File: src/rtl/mul_pkg.sv
// Shared types and width helpers for the sequential multiplier.
package mul_pkg;

    typedef enum logic [1:0] {
        IDLE = 2'd0,
        BUSY = 2'd1,
        DONE = 2'd2
    } state_t;

    localparam int DEFAULT_WIDTH = 4;

    // Product width for a given operand width.
    function automatic int prod_width(input int w);
        return 2 * w;
    endfunction

    // Row counter width; at least one bit so WIDTH=2 still has a counter.
    function automatic int cnt_width(input int w);
        return (w <= 2) ? 1 : $clog2(w);
    endfunction

endpackage

File: src/rtl/mul_pp_row.sv
// One partial-product row: the already-extended multiplicand shifted to the
// row position, gated by the multiplier bit, negated for the signed MSB row.
module mul_pp_row
    import mul_pkg::*;
#(
    parameter int WIDTH = DEFAULT_WIDTH
) (
    input  logic [2*WIDTH-1:0]          a_ext,
    input  logic                        b_bit,
    input  logic [cnt_width(WIDTH)-1:0] row,
    input  logic                        is_signed,
    input  logic                        is_last,
    output logic [2*WIDTH-1:0]          term
);

    logic [2*WIDTH-1:0] shifted;

    // Row term is returned already negated when it carries negative weight,
    // so the accumulator only ever adds.
    always_comb begin
        shifted = a_ext << row;
        term    = '0;
        if (b_bit) begin
            if (is_signed && is_last)
                term = -shifted;
            else
                term = shifted;
        end
    end

endmodule

File: src/rtl/seq_signed_multiplier.sv
// Iterative signed/unsigned multiplier: one partial-product row per clock,
// valid/ready on both the operand and the product side.
module seq_signed_multiplier
    import mul_pkg::*;
#(
    parameter int WIDTH = DEFAULT_WIDTH
) (
    input  logic                 clk,
    input  logic                 rst_n,
    input  logic                 in_valid,
    output logic                 in_ready,
    input  logic [WIDTH-1:0]     in_a,
    input  logic [WIDTH-1:0]     in_b,
    input  logic                 in_signed,
    output logic                 out_valid,
    input  logic                 out_ready,
    output logic [2*WIDTH-1:0]   out_product
);

    localparam int PW    = prod_width(WIDTH);
    localparam int CNT_W = cnt_width(WIDTH);

    state_t             state_reg, state_next;
    logic [WIDTH-1:0]   a_reg, b_reg;
    logic               signed_reg;
    logic [CNT_W-1:0]   count_reg;
    logic [PW-1:0]      acc_reg;
    logic [PW-1:0]      product_reg;
    logic [PW-1:0]      a_ext;
    logic [PW-1:0]      row_term;
    logic [PW-1:0]      acc_sum;
    logic               last_row;

    assign last_row = (count_reg == CNT_W'(WIDTH - 1));
    assign a_ext    = signed_reg ? {{WIDTH{a_reg[WIDTH-1]}}, a_reg}
                                 : {{WIDTH{1'b0}}, a_reg};
    assign acc_sum  = acc_reg + row_term;

    mul_pp_row #(.WIDTH(WIDTH)) u_pp_row (
        .a_ext     (a_ext),
        .b_bit     (b_reg[count_reg]),
        .row       (count_reg),
        .is_signed (signed_reg),
        .is_last   (last_row),
        .term      (row_term)
    );

    // State register.
    always_ff @(posedge clk) begin
        if (!rst_n)
            state_reg <= IDLE;
        else
            state_reg <= state_next;
    end

    // Next-state logic: accept in IDLE, count rows in BUSY, wait for consumer in DONE.
    always_comb begin
        state_next = state_reg;
        unique case (state_reg)
            IDLE:    if (in_valid)  state_next = BUSY;
            BUSY:    if (last_row)  state_next = DONE;
            DONE:    if (out_ready) state_next = IDLE;
            default: state_next = IDLE;
        endcase
    end

    // Datapath: latch operands on accept, accumulate one row per BUSY cycle,
    // capture the final sum into the output register on the last row.
    always_ff @(posedge clk) begin
        if (!rst_n) begin
            a_reg       <= '0;
            b_reg       <= '0;
            signed_reg  <= 1'b0;
            count_reg   <= '0;
            acc_reg     <= '0;
            product_reg <= '0;
        end else begin
            unique case (state_reg)
                IDLE: begin
                    if (in_valid) begin
                        a_reg      <= in_a;
                        b_reg      <= in_b;
                        signed_reg <= in_signed;
                        count_reg  <= '0;
                        acc_reg    <= '0;
                    end
                end
                BUSY: begin
                    acc_reg <= acc_sum;
                    if (last_row)
                        product_reg <= acc_sum;
                    else
                        count_reg <= count_reg + CNT_W'(1);
                end
                default: ;
            endcase
        end
    end

    assign in_ready    = (state_reg == IDLE);
    assign out_valid   = (state_reg == DONE);
    assign out_product = product_reg;

endmodule

File: config.mk
export PLATFORM = sky130hd
export DESIGN_NAME = seq_signed_multiplier
export DESIGN_NICKNAME = d
export VERILOG_FILES = /design/src/rtl/mul_pkg.sv /design/src/rtl/mul_pp_row.sv /design/src/rtl/seq_signed_multiplier.sv
export SDC_FILE = /design/constraint.sdc
export NUM_CORES = 1
export LEC_CHECK = 0
export CORE_MARGIN = 10
export CORE_UTILIZATION = 35
export DETAILED_ROUTE_END_ITERATION = 7
export HOLD_SLACK_MARGIN = 0.08
export PLACE_DENSITY_LB_ADDON = 0.2
export SYNTH_ARGS = -nofsm -noshare
export SYNTH_HDL_FRONTEND = slang
export SYNTH_SLANG_ARGS = --single-unit
File: constraint.sdc
create_clock -name clk -period 6.6 [get_ports clk]
set_clock_uncertainty 0.2 [all_clocks]
set_input_delay 0.99 -clock clk [delete_from_list [all_inputs] [get_ports clk]]
set_output_delay 0.99 -clock clk [all_outputs]
set_load 0.05 [all_outputs]
## Word level (Yosys, flattened, before mapping)

Cells that the tools add are included.

- Shift operators: 1
- Divide/modulo/power cells: 0
- $mul: 0
- Bitwise operators: 0
- Order comparisons: 1
- Add/subtract/negate cells: 3
- Multiplexer cells: 14
- Reduce and logical (&&, ||, !) cells: 8
- Eq/ne operators: 7

Operators with widths:

| kind | count |
|---|---|
| $mux 8 | 4 |
| $pmux 8 s2 | 1 |
| $mux 2 | 5 |
| $add 8x8->8 | 1 |
| $neg 8->8 | 1 |
| $shl 8x2->8 | 1 |
| $pmux 2 s3 | 1 |
| $reduce_and 2->1 | 3 |
| $reduce_and 3->1 | 2 |
| $eq 2x2->1 const B | 2 |
| $ne 2x1->1 const B | 2 |
| $ne 2x2->1 const B | 2 |
| $pmux 2 s2 | 1 |
| $lt 2x3->1 const B | 1 |
| $add 2x1->2 const B | 1 |
| $bmux 1 s2 | 1 |
| $eq 2x1->1 const B | 1 |
| $logic_not 2->1 | 1 |
| $reduce_bool 2->1 | 1 |
| $logic_and 1x1->1 | 1 |
| $mux 1 | 1 |

- Output and inout bits: 10
- Bits in writable memories: 0
- Bits in latches: 0
- Bits in read-only memories: 0
- Bits in registers: 29
- Input port bits: 13
- Memories kept: 0

## Longest topological paths before layout

Gate-level depths: netlist of the first run.

- Word-level depth: 7
- Gate-level depth with buffers: 15
- Depth with buffers taken out: 14

## Modules after synthesis

From an unflattened synthesis of the first run, not the netlist that was laid out.

- Cells, all modules: 229
- Area total of the unflattened synthesis: 1,889.3 um^2

Modules (own cells, without submodules):

| module | area an instance (um^2) | times used | seq. area each (um^2) | cells an instance |
|---|---|---|---|---|
| seq_signed_multiplier | 1,456.4 | 1 | 580.6 | 167 |
| mul_pp_row | 432.9 | 1 | 0.0 | 62 |

## Worst setup path before layout of the first run

OpenSTA, ideal clock, no wires.

- Path type: reg2reg
- Start point: reg count_reg[0]
- End point: reg acc_reg[6]
- Arrival time: 3,029 ps
- Setup slack: 3,310 ps
- Path buffers: 1
- Stages on the path, launching flop included: 14
- Library setup time: 61 ps
- Cell sequence: dfxtp_1 buf_2 mux2i_1 or2_2 ha_1 or3_1 and3_1 ha_1 nor2b_1 o21ai_0 a21boi_0 or4_1 nand3_1 a32o_1

- Cells in the longest elaborated chain, start to end: 6
- Elaborated cells between the ends (all ways): 10
- Those cells by class: add/sub (2); eq/ne (1); shift (1); mux (5); reduce/logical (1)

Ends and longest elaborated chain:

| element | line | text |
|---|---|---|
| start, declared | seq_signed_multiplier.sv:26 | `logic [CNT_W-1:0] count_reg;` |
| start signal, assigned | seq_signed_multiplier.sv:93 | `count_reg <= count_reg + CNT_W'(1);` |
| $shl 8x2->8 or $eq 2x2->1 (tied branches) | mul_pp_row.sv:21, seq_signed_multiplier.sv:34 |  |
| $neg 8->8 or $logic_and 1x1->1 (tied branches) | mul_pp_row.sv:25, mul_pp_row.sv:24 |  |
| $mux 8 | mul_pp_row.sv:24 | `if (is_signed && is_last)` |
| $mux 8 * | mul_pp_row.sv:23 | `if (b_bit) begin` |
| $add 8x8->8 * | seq_signed_multiplier.sv:37 | `assign acc_sum = acc_reg + row_term;` |
| $pmux 8 s2 * | seq_signed_multiplier.sv:78 | `unique case (state_reg)` |
| end signal, assigned | seq_signed_multiplier.sv:89 | `acc_reg <= acc_sum;` |
| end, declared | seq_signed_multiplier.sv:27 | `logic [PW-1:0] acc_reg;` |

Mark *: on every way between the ends. The rest lies on a longest branch, timed or not. The select of a mux whose other input is x is not followed.
A chain may end at the register's enable or synchronous reset.

## Worst setup path in the final report of the first run

Same ends and word-level chain as after synthesis.

==> summary.txt, run 1 <==
Status: completed
Leak: 0.877 nW
Slowest CP cell: dfxtp_1
Post-Syn Instances: 223
Synth top area share: 32.0%
Top Usage Layer GRT: met2
Max Fanout on Critical Path: 12
Fmax: 277 MHz
Worst stage delay on the critical path: 0.61 ns
Leading area contributor after synthesis: dfxtp_1
Cell Count, Final, Fillers Out: 313
Global-route wire length before repair: 7120 µm
Yosys warnings: 0
Max-slew violation count: 0
Hold crit path type: flop to flop
Worst Path Required: 6.62 ns
Endpoints failing setup: 0
Share of async-settable or async-resettable flops after synthesis: 0%
Initial antenna violation count: 0
Area occupied by multi-input gates: 1160 µm²
Clock buffer depth: 2
Reg2Reg Depth: 12
Drt total wl: 4170 µm
Synthesized cell area: 1820 µm²
Power Density: 193 nW/µm²
Drc violations: 0
Grt total ovfl: 0
HPWL after detailed placement: 2980 µm
Critical path cell sequence: mux2i_1 > or2_2 > ha_1 > or3_1 > and3_1 > ha_1 > nor2b_1 > o21ai_0 > a21boi_0 > or4_1 > nand3_1 > a32o_1
Post-Place Cells: 305
Final GP Congestion: 0.829
Crit end category: flop
Worst-Skew Late Latency: 0.28 ns
Initial Utilization: 35.8%
GR Layer Usage met1: 13.1%
CP most frequent cell: ha_1
Vias in the first global route: 1,497
Final Cell Area: 2200 µm²
WP buf/inv: 0
Routed Antenna Nets: 0
Startpoint types: flop
Hold Crit Depth: 2
CP delay by family, top: simple AND/OR/NAND/NOR gates
DIE WIDTH: 92.0 µm
CTS tree: yes
Worst-path clk slew: 0.07 ns
Syn Nets: 246
Fin nets: 265
Post_cts resized: 0
Met2 Track Usage GR: 15.5%
Clock sinks: 29
Core area: 5070 µm²
Largest net degree at the start of global routing: 33
Wirelength per Cell: 13.3 µm
N_diodes: 0
CTS buffer count: 5
DR pass1 iterations: 4
Layout cells sized above 1: 7.00%
Power, Total: 0.424 mW
Post-synth top flop: dfxtp_1
Number of synthesized register bits: 29
Reg area: 581 µm²
First DRT Iteration DRCs: 79
Top post-synthesis cells by area: dfxtp_1 32%, nand2_1 9.3%, a21boi_0 8.3%, ha_1 6.2%, mux2i_1 3.3%
Tcrit/Tclk final: 54.7%
GR Util All Layers: 10.1%
Most instantiated cells after synthesis: 45 x nand2_1, 29 x dfxtp_1, 20 x a21boi_0
Number of top-level pins: 23
Final hold violation count: 0
Crit path kind: flop to flop
Max-cap viol count: 0
Hold_buf cts: 0
CP arrival: 3.64 ns
Post-layout min period: 3.61 ns
Peak supply drop: 0.116 mV
H-tree Lvls: 2
Total number of vias: 1,546
Seq/Total Area, Yosys: 32.0%
Placement-stage cell area: 2090 µm²
Area Overhead vs Synth: 21.2%
Die Span Y: 92.0 µm
Row Count: 26
Setup TNS: 0 ns
Port Buffer Count: 22
Netlist cell types: 45
WP depth: 12
Root Driver: clkbuf_8
Average cell area after synthesis: 8.15 µm²
Number of flops mapped to enable cells by yosys: 0
M3 GR Usage: 3.42%
Vias per std cell: 4.94
Unrepaired setup endpoints after global routing: false
Die area: 8470 µm²
Top-count cell post-synth: nand2_1
Post-CTS setup buffer count: 0
Slew margin rel.: 55.3%
Slew @ Worst Pin: 0.670 ns
# fillers: 552
==> kinds of logic (layout without fill, tap and decap cells) <==
group	after synthesis	in the layout	synth area share [%]
buf+inv	20	40	4.41
mux	10	10	6.61
fa+ha+maj	10	10	7.30
simple gates	96	96	25.2
flops	29	29	32.0
compound gates	49	49	19.4
xor+xnor	9	9	5.16
==> layer usage <==
metal / up-vias / share of wire (%)
li1: 804 / -
met3: 4 / 4.1
met2: 14 / 46
met1: 724 / 49
met4: 0 / 1.1
met5: - / 0
==> power by group <==
part / leakage (nW) / switching, mW / internal [mW]
registers: 0.235 / 0.00703 / 0.180
logic: 0.583 / 0.0245 / 0.0210
clock network: 0.0585 / 0.0692 / 0.123
total: 0.877 / 0.101 / 0.324
==> placed cells by master, fill, tap and decap left out, drive strengths merged, types with 2 or more instances in the layout <==
| cell type | n |
|---|---|
| clkbuf | 7 |
| nor2 | 8 |
| dfxtp | 29 |
| o21ai | 6 |
| mux2i | 6 |
| clkdlybuf4s50 | 22 |
| o21a | 2 |
| nor3 | 3 |
| or2 | 2 |
| nor2b | 7 |
| and2 | 6 |
| nand2 | 47 |
| a21oi | 7 |
| ha | 9 |
| a21o | 2 |
| xor2 | 4 |
| nor3b | 2 |
| inv | 9 |
| xnor2 | 4 |
| nand3 | 10 |
| and3 | 5 |
| o211ai | 2 |
| nand2b | 3 |
| mux2 | 3 |
| a21boi | 20 |
==> per-stage QoR <==
stage,hold WS (ns),setup WS [ns],util (%)
after floorplan,0.240,3.31,-
after global placement,0.253,3.08,41.1
after detailed placement,0.260,3.05,41.1
after CTS,0.271,3.02,43.4
after global routing,0.291,2.64,43.4
final,0.265,2.99,43.4
==> cell type report <==
cell class / instances / share of cell area, %
clock buffer: 7 / 3.92
tap: 70 / 3.98
multi-input combinational: 174 / 52.5
inverter: 9 / 1.53
clock inverter: 1 / 1.36
sequential: 29 / 26.4
timing repair buffer: 23 / 10.3
==> path summary, 6_finish.rpt <==
kind	start	slack [ns]	to
setup / recovery	count_reg[0]	2.99	acc_reg[6]
hold / removal	out_product[4]	0.27	out_product[4]
setup reg to reg	count_reg[0]	2.99	acc_reg[6]
hold reg to reg	out_product[4]	0.27	out_product[4]
==> worst register-to-register path, cell delays in order (launching register included) <==
cell and delay [ns]:
dfxtp_1 0.61, mux2i_1 0.13, or2_2 0.30, ha_1 0.24
or3_1 0.37, and3_1 0.17, ha_1 0.32, nor2b_1 0.15
o21ai_0 0.18, a21boi_0 0.17, or4_1 0.43, nand3_1 0.12
a32o_1 0.16
(Power assumes the default switching activity.)
==> run 2, diff against run 1 <==
==> constraint.sdc (replaced) <==
create_clock -name clk -period 3.3 [get_ports clk]
set_clock_uncertainty 0.2 [all_clocks]
set_input_delay 0.495 -clock clk [delete_from_list [all_inputs] [get_ports clk]]
set_output_delay 0.495 -clock clk [all_outputs]
set_load 0.05 [all_outputs]
==> run 2 against run 1 <==
  * Wire length increased by 1.4%
  * Maximum frequency increased by 16%
  * Largest cell class unchanged
  * Cell count increased by 2.9%
  * Critical path depth unchanged
  * Total power increased by 96%
  * Core utilization increased by 1.3 points
  * First-iteration DRC count decreased by 22%
  * Via count increased by 1.4%
  * Highest routed layer unchanged
  * Sequential power increased by 96%
==> summary.txt, run 2 (synthesized netlist as in run 1, its figures left out) <==
Clock sinks: 29
Max Fanout on Critical Path: 4
Hold Crit Start: b_reg[1]
Crit path kind: flop to flop
Hold Crit Depth: 2
Status: completed
Port Buffer Count: 22
Die Span Y: 92.0 µm
Final GP Congestion: 0.852
Seq pwr share: 44.0%
Area Overhead vs Synth: 24.7%
H-tree Lvls: 2
Routed Antenna Nets: 0
CP arrival: 3.14 ns
CP delay by family, top: simple AND/OR/NAND/NOR gates
Worst-path clk slew: 0.07 ns
Slew @ Worst Pin: 0.729 ns
Row Count: 26
Sw frac: 24.8%
Post-Place Cells: 315
Worst Path Required: 3.33 ns
Max-slew violation count: 0
CTS buffer count: 5
R2R Setup Slk: 0.19 ns
First DRT Iteration DRCs: 62
Hold EP: b_reg[1]
Worst reg2reg endpoint: acc_reg[6]
Reg2Reg Depth: 12
Most common cell after layout, fill and taps aside: nand2_1
Layout cells sized above 1: 11.1%
Startpoint types: flop
Drt total wl: 4230 µm
GR Util All Layers: 10.6%
CTS tree: yes
Post-CTS setup buffer count: 0
Vias per std cell: 4.87
Post-layout min period: 3.11 ns
Power Density: 368 nW/µm²
Power, Total: 0.833 mW
Die area: 8470 µm²
Number of top-level pins: 23
Grt total ovfl: 0
Slew margin rel.: 51.2%
Fin nets: 275
Global-route wire length before repair: 7460 µm
Slowest CP cell: or4_1
Initial Utilization: 35.8%
Clock buffer depth: 2
Peak supply drop: 0.232 mV
Gate power share: 12.6%
NetSw: 0.207 mW
Max-cap viol count: 0
Wirelength per Cell: 13.1 µm
Critical path cell sequence: mux2i_1 > or2_2 > ha_1 > or3_1 > and3_1 > ha_1 > nor2b_1 > o21ai_1 > a21boi_1 > or4_1 > nand3_1 > a32o_1
Endpoints failing setup: 0
Fmax: 322 MHz
Tcrit/Tclk final: 94.2%
Final core utilization: 44.6%
Hold crit path type: flop to flop
Largest net degree at the start of global routing: 24
Core area: 5070 µm²
Setup TNS: 0 ns
N_diodes: 0
WP buf/inv: 0
DIE WIDTH: 92.0 µm
Initial antenna violation count: 0
CP most frequent cell: ha_1
Total number of vias: 1,568
Worst-Skew Late Latency: 0.29 ns
Crit end category: flop
DR pass1 iterations: 4
Unrepaired setup endpoints after global routing: false
Leak: 0.929 nW
Worst stage delay on the critical path: 0.40 ns
Root Driver: clkbuf_8
HPWL after detailed placement: 3180 µm
Most frequent cells in the layout: 45 x nand2_1, 28 x dfxtp_1, 22 x clkdlybuf4s50_1
Cell Count, Final, Fillers Out: 322
Critical R2R Launch: count_reg[0]
Internal: 0.626 mW
Clock Power Share: 43.3%
Drc violations: 0
Vias in the first global route: 1,579
Final hold violation count: 0
==> run 2: worst max path at each step <==
| stage | slack [ns] | to | cells past startpoint | startpoint |
|---|---|---|---|---|
| after floorplan | 0.01 | acc_reg[6] | 13 | count_reg[0] |
| after global placement | 0.12 | acc_reg[6] | 11 | count_reg[1] |
| after detailed placement | 0.07 | acc_reg[6] | 11 | count_reg[1] |
| after CTS | 0.05 | acc_reg[6] | 11 | count_reg[1] |
| after global routing | 0.01 | acc_reg[6] | 12 | a_reg[1] |
| final | 0.19 | acc_reg[6] | 12 | count_reg[0] |
==> run 2: what timing repair did <==
action | CTS | global route
gates resized for setup | 0 | 5
hold buffers | 0 | 0
endpoints found under the setup margin | 0 | 3
==> run 2: area by class of cell <==
cell class | instances | area (µm²)
Fill cell | 534 | 2810
Multi-Input combinational cell | 174 | 1160
Sequential cell | 29 | 582
Timing Repair Buffer | 33 | 303
Tap cell | 70 | 87.6
Clock buffer | 5 | 68.8
Clock inverter | 2 | 35.0
Inverter | 9 | 33.8
==> run 2: routing by layer <==
metal,track usage (%),wire (µm)
met5,0,0
met4,5.40,129
met3,3.50,185
met2,15.4,1810
met1,13.7,2100
==> run 2: metrics by stage <==
| stage | instance area (µm²) | setup WS [ns] | hold WS [ns] |
|---|---|---|---|
| 5_1_grt | 2270 | 0.00970 | 0.295 |
| 6_report | 2270 | 0.192 | 0.269 |
| 3_3_place_gp | 2160 | 0.124 | 0.257 |
| 4_1_cts | 2260 | 0.0499 | 0.273 |
| 2_1_floorplan | 1820 | 0.0102 | 0.240 |
| 3_5_place_dp | 2160 | 0.0680 | 0.263 |
==> run 2: power by group through the flow <==
stage                     combinational (mW)  clock [mW]  sequential (mW)
after CTS                              0.106       0.369            0.367
after detailed placement               0.105           0            0.375
final                                  0.105       0.361            0.367
after floorplan                       0.0649           0            0.375
after global routing                   0.118       0.383            0.368
after global placement                 0.105           0            0.375
==> run 2: worst reg2reg max path, delay by kind of cell, from the launching register on <==
| kind | cells | cell delay (ns) |
|---|---|---|
| flip-flops | 1 | 0.32 |
| multiplexers | 1 | 0.11 |
| AO/OA/AOI/OAI | 3 | 0.43 |
| adder cells (fa/ha/maj) | 2 | 0.52 |
| AND/OR/NAND/NOR | 6 | 1.48 |
==> run 3, diff against run 2 <==
--- a/config.mk
+++ b/config.mk
@@ -5,6 +5,7 @@
 export SDC_FILE = /design/constraint.sdc
 export NUM_CORES = 1
 export LEC_CHECK = 0
+export ABC_CLOCK_PERIOD_IN_PS = 3300
 export CORE_MARGIN = 10
 export CORE_UTILIZATION = 35
 export DETAILED_ROUTE_END_ITERATION = 7
==> results of run 3 <==
Final layout, timing and power as in run 2 (identical DEF).
